<file path="config.mk">
export PLATFORM = sky130hd
export DESIGN_NAME = sreg_ctrl_flat
export DESIGN_NICKNAME = d
export VERILOG_FILES = /design/src/rtl/sreg_ctrl_if.sv /design/src/rtl/sreg_ctrl.sv /design/src/flat_wrapper.sv
export SDC_FILE = /design/constraint.sdc
export NUM_CORES = 1
export LEC_CHECK = 0
export CORE_MARGIN = 2
export CORE_UTILIZATION = 50
export DETAILED_ROUTE_END_ITERATION = 6
export PLACE_DENSITY = 0.79
export SYNTH_ARGS = -nofsm -noshare
export SYNTH_HDL_FRONTEND = slang
export SYNTH_SLANG_ARGS = --single-unit
</file>
<file path="constraint.sdc">
create_clock -name clk -period 2.13 [get_ports clk]
set_input_delay 0.426 -clock clk [delete_from_list [all_inputs] [get_ports clk]]
set_output_delay 0.426 -clock clk [all_outputs]
set_load 0.01 [all_outputs]
</file>
<file path="src/rtl/sreg_ctrl_if.sv">
// Request/response bundle between the flag controller, its requesters (ALU, I/O bus,
// interrupt context logic) and the status register it drives.
interface sreg_ctrl_if #(
   parameter int W     = 3,
   parameter int DEPTH = 4
);
   localparam int DW = $clog2(DEPTH + 1);

   logic          alu_req;
   logic [W-1:0]  alu_mask;
   logic [W-1:0]  alu_flags;
   logic          alu_stall;

   logic          bus_wr_req;
   logic          bus_rd_req;
   logic [W-1:0]  bus_wdata;
   logic          bus_ack;
   logic [W-1:0]  bus_rdata;

   logic          ctx_save;
   logic          ctx_restore;
   logic          ctx_err;
   logic [DW-1:0] ctx_depth;

   logic          sr_we;
   logic          sr_re;
   logic [W-1:0]  sr_wdata;
   logic [W-1:0]  sr_rdata;

   // Requesters and the status register model
   modport master (
      output alu_req, alu_mask, alu_flags,
      input  alu_stall,
      output bus_wr_req, bus_rd_req, bus_wdata,
      input  bus_ack, bus_rdata,
      output ctx_save, ctx_restore,
      input  ctx_err, ctx_depth,
      input  sr_we, sr_re, sr_wdata,
      output sr_rdata
   );

   // The flag controller
   modport slave (
      input  alu_req, alu_mask, alu_flags,
      output alu_stall,
      input  bus_wr_req, bus_rd_req, bus_wdata,
      output bus_ack, bus_rdata,
      input  ctx_save, ctx_restore,
      output ctx_err, ctx_depth,
      output sr_we, sr_re, sr_wdata,
      input  sr_rdata
   );
endinterface

</file>
<file path="src/rtl/sreg_ctrl.sv">
// Status-flag controller: owns the authoritative flag copy, arbitrates context-stack,
// bus and ALU updates, and refreshes the status register every cycle.
module sreg_ctrl #(
   parameter int W     = 3,
   parameter int DEPTH = 4
) (
   input  logic       clk,
   input  logic       rst,
   sreg_ctrl_if.slave io
);
   localparam int DW = $clog2(DEPTH + 1);
   localparam int AW = (DEPTH > 1) ? $clog2(DEPTH) : 1;

   typedef enum logic [1:0] {IDLE, BUS_WR, BUS_RD} state_t;

   state_t        r_state, w_state_nxt;
   logic [W-1:0]  r_flags, w_flags_nxt, w_alu_merge;
   logic [W-1:0]  r_wlatch, r_rdata;
   logic [W-1:0]  r_stack [DEPTH];
   logic [DW-1:0] r_depth;
   logic          r_ack, r_err, r_run;

   logic          w_ctx, w_both, w_save, w_rest, w_full, w_empty;
   logic          w_push, w_pop, w_err_nxt;
   logic          w_latch, w_commit_wr, w_commit_rd, w_alu_go;
   logic [AW-1:0] w_push_idx, w_pop_idx;
   logic          w_unused_sr_rdata;

   // The register read-back is monitor only; r_flags is authoritative
   assign w_unused_sr_rdata = ^io.sr_rdata;

   assign w_ctx      = io.ctx_save | io.ctx_restore;
   assign w_both     = io.ctx_save & io.ctx_restore;
   assign w_save     = io.ctx_save & ~io.ctx_restore;
   assign w_rest     = io.ctx_restore & ~io.ctx_save;
   assign w_full     = (r_depth == DW'(DEPTH));
   assign w_empty    = (r_depth == '0);
   assign w_push     = w_save & ~w_full;
   assign w_pop      = w_rest & ~w_empty;
   assign w_err_nxt  = w_both | (w_save & w_full) | (w_rest & w_empty);
   assign w_push_idx = r_depth[AW-1:0];
   assign w_pop_idx  = AW'(r_depth - 1'b1);

   // FSM: state register
   always_ff @(posedge clk or posedge rst) begin
      if (rst) r_state <= IDLE;
      else     r_state <= w_state_nxt;
   end

   // FSM: next state; IDLE ignores requests during the ack cycle while requesters drop req
   always_comb begin
      w_state_nxt = r_state;
      case (r_state)
         IDLE: begin
            if (!r_ack) begin
               if (io.bus_wr_req)      w_state_nxt = BUS_WR;
               else if (io.bus_rd_req) w_state_nxt = BUS_RD;
            end
         end
         BUS_WR:  if (!w_ctx) w_state_nxt = IDLE;
         BUS_RD:  if (!w_ctx) w_state_nxt = IDLE;
         default: w_state_nxt = IDLE;
      endcase
   end

   // FSM: outputs; a context op this cycle defers any bus commit
   always_comb begin
      w_latch      = (r_state == IDLE) && !r_ack && io.bus_wr_req;
      w_commit_wr  = (r_state == BUS_WR) && !w_ctx;
      w_commit_rd  = (r_state == BUS_RD) && !w_ctx;
      io.alu_stall = !rst && io.alu_req && (w_ctx || (r_state == BUS_WR));
      w_alu_go     = io.alu_req && !io.alu_stall;
   end

   // Flag update priority: stack pop > bus write commit > ALU merge
   always_comb begin
      w_alu_merge = (r_flags & ~io.alu_mask) | (io.alu_flags & io.alu_mask);
      w_flags_nxt = r_flags;
      if (w_pop)            w_flags_nxt = r_stack[w_pop_idx];
      else if (w_commit_wr) w_flags_nxt = r_wlatch;
      else if (w_alu_go)    w_flags_nxt = w_alu_merge;
   end

   always_ff @(posedge clk or posedge rst) begin
      if (rst) begin
         r_flags <= '0;
         r_depth <= '0;
         r_ack   <= 1'b0;
         r_rdata <= '0;
         r_err   <= 1'b0;
         r_run   <= 1'b0;
      end else begin
         r_flags <= w_flags_nxt;
         r_ack   <= w_commit_wr | w_commit_rd;
         r_err   <= w_err_nxt;
         r_run   <= 1'b1;
         if (w_commit_rd) r_rdata <= w_flags_nxt;
         if (w_push)      r_depth <= r_depth + 1'b1;
         else if (w_pop)  r_depth <= r_depth - 1'b1;
      end
   end

   // Stack entries and the write latch are pure data, qualified by depth/state
   always_ff @(posedge clk) begin
      if (w_push)  r_stack[w_push_idx] <= r_flags;
      if (w_latch) r_wlatch <= io.bus_wdata;
   end

   assign io.sr_we     = r_run;
   assign io.sr_re     = r_run;
   assign io.sr_wdata  = r_flags;
   assign io.bus_ack   = r_ack;
   assign io.bus_rdata = r_rdata;
   assign io.ctx_err   = r_err;
   assign io.ctx_depth = r_depth;
endmodule

</file>
<file path="src/flat_wrapper.sv">
// flat-port wrapper written by rule: the top's interface ports become plain ports
module sreg_ctrl_flat 
#(
   parameter int W     = 3,
   parameter int DEPTH = 4
)
  (clk, rst, io_alu_req, io_alu_mask, io_alu_flags, io_alu_stall, io_bus_wr_req, io_bus_rd_req, io_bus_wdata, io_bus_ack, io_bus_rdata, io_ctx_save, io_ctx_restore, io_ctx_err, io_ctx_depth, io_sr_we, io_sr_re, io_sr_wdata, io_sr_rdata);
  sreg_ctrl_if #(.W(W), .DEPTH(DEPTH)) io_i ();
  input  logic clk;
  input  logic rst;
  input wire logic [$bits(io_i.alu_req)-1:0] io_alu_req;
  input wire logic [$bits(io_i.alu_mask)-1:0] io_alu_mask;
  input wire logic [$bits(io_i.alu_flags)-1:0] io_alu_flags;
  output wire logic [$bits(io_i.alu_stall)-1:0] io_alu_stall;
  input wire logic [$bits(io_i.bus_wr_req)-1:0] io_bus_wr_req;
  input wire logic [$bits(io_i.bus_rd_req)-1:0] io_bus_rd_req;
  input wire logic [$bits(io_i.bus_wdata)-1:0] io_bus_wdata;
  output wire logic [$bits(io_i.bus_ack)-1:0] io_bus_ack;
  output wire logic [$bits(io_i.bus_rdata)-1:0] io_bus_rdata;
  input wire logic [$bits(io_i.ctx_save)-1:0] io_ctx_save;
  input wire logic [$bits(io_i.ctx_restore)-1:0] io_ctx_restore;
  output wire logic [$bits(io_i.ctx_err)-1:0] io_ctx_err;
  output wire logic [$bits(io_i.ctx_depth)-1:0] io_ctx_depth;
  output wire logic [$bits(io_i.sr_we)-1:0] io_sr_we;
  output wire logic [$bits(io_i.sr_re)-1:0] io_sr_re;
  output wire logic [$bits(io_i.sr_wdata)-1:0] io_sr_wdata;
  input wire logic [$bits(io_i.sr_rdata)-1:0] io_sr_rdata;
  assign io_i.alu_req = io_alu_req;
  assign io_i.alu_mask = io_alu_mask;
  assign io_i.alu_flags = io_alu_flags;
  assign io_alu_stall = io_i.alu_stall;
  assign io_i.bus_wr_req = io_bus_wr_req;
  assign io_i.bus_rd_req = io_bus_rd_req;
  assign io_i.bus_wdata = io_bus_wdata;
  assign io_bus_ack = io_i.bus_ack;
  assign io_bus_rdata = io_i.bus_rdata;
  assign io_i.ctx_save = io_ctx_save;
  assign io_i.ctx_restore = io_ctx_restore;
  assign io_ctx_err = io_i.ctx_err;
  assign io_ctx_depth = io_i.ctx_depth;
  assign io_sr_we = io_i.sr_we;
  assign io_sr_re = io_i.sr_re;
  assign io_sr_wdata = io_i.sr_wdata;
  assign io_i.sr_rdata = io_sr_rdata;
  sreg_ctrl #(.W(W), .DEPTH(DEPTH)) u_core (.clk(clk), .rst(rst), .io(io_i));
endmodule
</file>
# Word-level counts from Yosys, hierarchy flattened
# Memory sizes are Yosys's and may differ from the RTL's.
# Index checks and enable logic that the tools add are counted.
totals:
  word_cells: 65
  ramBits: 12
  n_memories: 1
  mem_bits_ro: 0
  regBits: 17
  latchBits: 0
  out_inout_bits: 14
classes:
  mux: 12
  shift: 0
  div: 0
  n_mul: 0
  addsub: 2
  n_reduce_logical: 17
  eq_ne: 6
  n_bitwise: 19
  n_lt_le_gt_ge: 0
memory_table:
  columns: ["memory", "depth", "width", "rd", "rd_ports_with_merged_regs", "wr", "line", "source"]
  rows:
  - ["u_core.r_stack", 4, 3, 1, 0, 1, "sreg_ctrl.sv:19", "logic [W-1:0] r_stack [DEPTH];"]
op_table:
  columns: ["op", "count"]
  rows:
  - ["3-bit two-way mux", 5]
  - ["2-bit two-way mux", 4]
  - ["1-bit bitwise AND", 7]
  - ["1-bit logical AND", 7]
  - ["3-bit bitwise AND", 2]
  - ["1-bit zero test", 4]
  - ["2-bit != test, second input constant", 2]
  - ["1-bit inverter", 4]
  - ["1-bit bitwise OR", 4]
  - ["2-bit one-hot mux with 2 select lines", 1]
  - ["3-bit by 1-bit adder with 3-bit output, second input constant", 1]
  - ["3-bit == test, second input constant", 1]
  - ["3-bit zero test", 1]
  - ["3-bit != test, second input constant", 1]
  - ["3-bit inverter", 1]
  - ["3-bit bitwise OR", 1]
  - ["3-bit AND reduction", 1]
  - ["3-bit by 1-bit subtractor with 3-bit output, second input constant", 1]
  - ["2-bit by 1-bit == test with 1-bit output, second input constant", 1]
  - ["2-bit == test, second input constant", 1]
  - ["2-bit zero test", 1]
  - ["1-bit two-way mux", 2]
  - ["2-bit nonzero test", 1]
  - ["2-bit OR reduction", 1]
  - ["1-bit logical OR", 1]

# Logic depth before layout (Yosys ltp)
logic_depth:
  depth_word: 8
  mapped_depth: 7
  mapped_depth_nobuf: 6

# Least setup slack after synthesis
# OpenSTA, ideal clock, no wires.
synth_timing:
  kind: "reg-to-reg"
  start: "reg u_core.r_depth[0], in the netlist u_core.io.ctx_depth[0]"
  end: "mem u_core.r_stack[0][0] (enable)"
  arrival_time_ns: 1.482
  n_path_buf: 1
  t_required_ns: 1.827
  stages_incl_launch_ff: 6
  path_slack_ns: 0.344
  cell_sequence: "dfrtp_1 -> buf_2 -> inv_1 -> ha_1 -> a211oi_4 -> and2_1"
synth_between:
  elab_chain_len: 5
synth_rtl:
  columns: ["element", "line", "source"]
  rows:
  - ["start, declared", "sreg_ctrl.sv:20", "logic [DW-1:0] r_depth;"]
  - ["start signal, assigned", "sreg_ctrl.sv:98", "if (w_push) r_depth <= r_depth + 1'b1;"]
  - ["start signal, assigned", "sreg_ctrl.sv:99", "else if (w_pop) r_depth <= r_depth - 1'b1;"]
  - ["3-bit == test", "sreg_ctrl.sv:36", "assign w_full = (r_depth == DW'(DEPTH));"]
  - ["1-bit inverter", "sreg_ctrl.sv:38", "assign w_push = w_save & ~w_full;"]
  - ["1-bit bitwise AND", "sreg_ctrl.sv:38", null]
  - ["1-bit two-way mux", "sreg_ctrl.sv:105", "if (w_push) r_stack[w_push_idx] <= r_flags;"]
  - ["1-bit two-way mux (not written as such)", "sreg_ctrl.sv:105", null]
  - ["end, declared", "sreg_ctrl.sv:19", null]
# Several ways; a longest one is shown, not always the timed one.

# Worst setup path after layout
layout_timing:
  start: "reg u_core.r_state[1]"
  end: "out io_alu_stall"
layout_between:
  elab_chain_len: 3
layout_rtl:
  columns: ["element", "line", "source"]
  rows:
  - ["start, declared", "sreg_ctrl.sv:16", "state_t r_state, w_state_nxt;"]
  - ["start signal, assigned", "sreg_ctrl.sv:47", "else r_state <= w_state_nxt;"]
  - ["2-bit by 1-bit == test with 1-bit output", "sreg_ctrl.sv:71", "io.alu_stall = !rst && io.alu_req && (w_ctx || (r_state == BUS_WR));"]
  - ["1-bit logical OR", "sreg_ctrl.sv:71", null]
  - ["1-bit logical AND", "sreg_ctrl.sv:71", null]
  - ["end, declared", "flat_wrapper.sv:14", "output wire logic [$bits(io_i.alu_stall)-1:0] io_alu_stall;"]
# Every way passes these cells.

==> impl_results.md <==
* Buffers on Ports at 29
* Top cell type's share of synthesized area at 0.297
* First-pass GRT wire length at 5.55 mm
* Utilization after layout at 0.703
* Most frequent cells after synthesis: 15 x edfxtp_1, 14 x dfrtp_1, 9 x a21oi_1, 9 x nor2_1, 8 x ha_1
* Ant. Diodes at 0
* Area growth syn-to-layout at 31.2%
* Post-synth EDFFs at 15
* Max frequency at 484 MHz
* Power Density at 1230 mW/mm^2
* Root Driver: clkbuf_4
* Async S/R FF share, synth at 0.483
* Drt first pass iters at 4
* Routed length per instance at 16.9 um
* Worst Hold Class: input port to async pin
* Status: finished, final reports clean
* Clock Skews at about 9.4 ps
* Pleak at between 0.0007 and 0.0008 uW
* Layout cell share with drive strength beyond 1 at 0.201
* Initial Util at 0.536
* Crit-path max FO at 2
* Final antenna-violating net count at 0
* CTS tree: built
* CP Capture Type: output port
* Synth Cell Area at around 0.0015 sq mm
* DR iter-0 viols at 54
* Reg area at 801 sq um
* Worst setup margin at 64.9 ps
* Synth top area cells: edfxtp_1 30%, dfrtp_1 23%, ha_1 6.6%
* Max Cap Viol at 0
* CTS max path bufs at 2
* Die height at 59.1 um
* Number of remaining DRC errors at 0
* Most common cell in the synthesized netlist: edfxtp_1
* Fin nets at 195
* Fin. Hold Viols at 0
* Syn Inst Count at 123
* Tot GR Track Use at 0.224
* Worst EP required at 1700 ps
* Ys Warns at 0
* Area leader, netlist: edfxtp_1
* DR vias/cell at 5.77
* Mapped Avg Cell Area at 12.3 sq um
* # rows at 19
* Multi-input logic area at 664 sq um
* Sequential area share after synthesis at 0.528
* Via count at 1153
* Worst path arrival time at roughly 1600 ps
* Vias in the first global route at around 1200
* Routed WL at 3.39 mm
* Initial antenna violation count at 0
* Fraction of the cycle the final worst path needs at 0.970
* Max-slew violation count at 0
* Min Tclk post-route at 2070 ps
* Gpl congestion at 0.887
* Ys flop type: edfxtp_1
* Setup CP Type: register to output port
* Library cells used by synthesis at 38
* Setup WS pre-CTS at -201 ps
* Post-CTS Hold Fix Bufs at 0
* Die Wd at 59.1 um
* Final setup violation count at 0
* Largest net degree at the start of global routing at 15
* VDD IR-drop max at 785 uV
* Number of H-tree levels at 2
* Remaining global-route overflow at 0
* Worst-skew pair later-pin latency at 340 ps
* Clock buffer count from CTS at 5
* Fill count at 215
* Unrepaired setup endpoints after global routing: no
* Startpoint Class: register
* Syn Nets at 150
* Reg clk slew, reported paths at 100 ps
* Die area at 0.00349 sq mm
* FF+latch count, synth at 29
* Top-level port count at 33
* Core area at around 0.0028 sq mm
* # clock sinks at 29
* HPWL Detailed at around 2.6 mm
layout by cell type, fill, tap and decap left out, types with 2 or more instances in the layout:
cell and n:
nor3_1 3, nor2_1 9, o2bb2ai_1 6, clkdlybuf4s50_1 28, o21ai_1 2, o21ai_0 2, xnor2_1 2, inv_1 6
mux4_2 3, nand2_1 3, nand2b_1 5, nor2b_1 3, clkbuf_4 5, a2111oi_0 2, ha_1 7, a21oi_1 9
dfrtp_1 14, buf_4 13, and2_1 5, edfxtp_1 15, nand3_1 3
stage by stage:
| step | instances | TNS (ps) | power (uW) | hold WS [ps] | area (sq um) |
|---|---|---|---|---|---|
| after global placement | 191 | -182 | 1950 | 536 | 1910 |
| after global routing | 200 | 0 | 2600 | 491 | 1990 |
| after CTS | 200 | 0 | 2450 | 443 | 1990 |
| after detailed placement | 191 | -333 | 1990 | 531 | 1910 |
| final | 200 | 0 | 2450 | 444 | 1990 |
| after floorplan | 123 | 0 | 1530 | 320 | 1520 |
state kept, by name (all words and copies together), names as in the netlist:
register and cells:
u_core.io.bus_rdata 3, u_core.io.sr_wdata 3, u_core.io.ctx_err 1, u_core.io.ctx_depth 3, u_core.r_state 2, u_core.io.sr_re 1
u_core.io.bus_ack 1, u_core.r_stack 12, u_core.r_wlatch 3
worst max-delay path, cell delays in order (launching register included):
cell     delay, ps
dfrtp_1        350
inv_1           60
ha_2           170
or3_4          380
and3_2         210
buf_2          130
layout make-up:
class | instances | share of cell area
inverters | 7 | 0.0132
flip-flops and latches | 29 | 0.403
well taps | 31 | 0.0195
repair buffers | 42 | 0.193
multi-input cells | 83 | 0.334
clock buffers | 6 | 0.0208
clock inverters | 2 | 0.0170
cell families after synthesis:
kind of cell	after synthesis	share of synthesized area
AO/OA/AOI/OAI	31	0.159
XOR/XNOR	2	0.0116
adder cells (fa/ha/maj)	8	0.0661
buffers and inverters	11	0.0355
flip-flops	29	0.528
multiplexers	4	0.0520
other	1	0.00247
AND/OR/NAND/NOR	37	0.145
per-layer routing:
metal / track usage / vias up / wire (um)
li1: - / 543 / -
met2: 0.348 / 49 / 1600
met5: 0 / - / 0
met3: 0.0611 / 8 / 215
met4: 0.0844 / 0 / 66
met1: 0.301 / 553 / 1510
power breakdown:
group          internal [uW]  switching, uW
Clock                    244            194
Sequential               786            129
Combinational            572            529
Total                   1600            852
worst paths after layout:
check | startpoint | end | slack (ps) | cells past startpoint
max in group asynchronous | rst | u_core.io.sr_wdata[1] | 1500 | 3
min | rst | u_core.io.bus_ack | 440 | 3
max reg2reg | u_core.r_state[1] | u_core.io.sr_wdata[0] | 180 | 7
min reg2reg | u_core.io.bus_rdata[2] | u_core.io.bus_rdata[2] | 570 | 2
min in group clk | u_core.io.bus_rdata[2] | u_core.io.bus_rdata[2] | 570 | 2
max | u_core.r_state[1] | io_alu_stall | 60 | 5
what timing repair did:
action / 4_1_cts / 5_1_grt
resized for setup: 5 / 1
setup buffers: 1 / 0
setup endpoints to repair: 1 / 1
No activity file was read; power rests on OpenSTA's default activity.
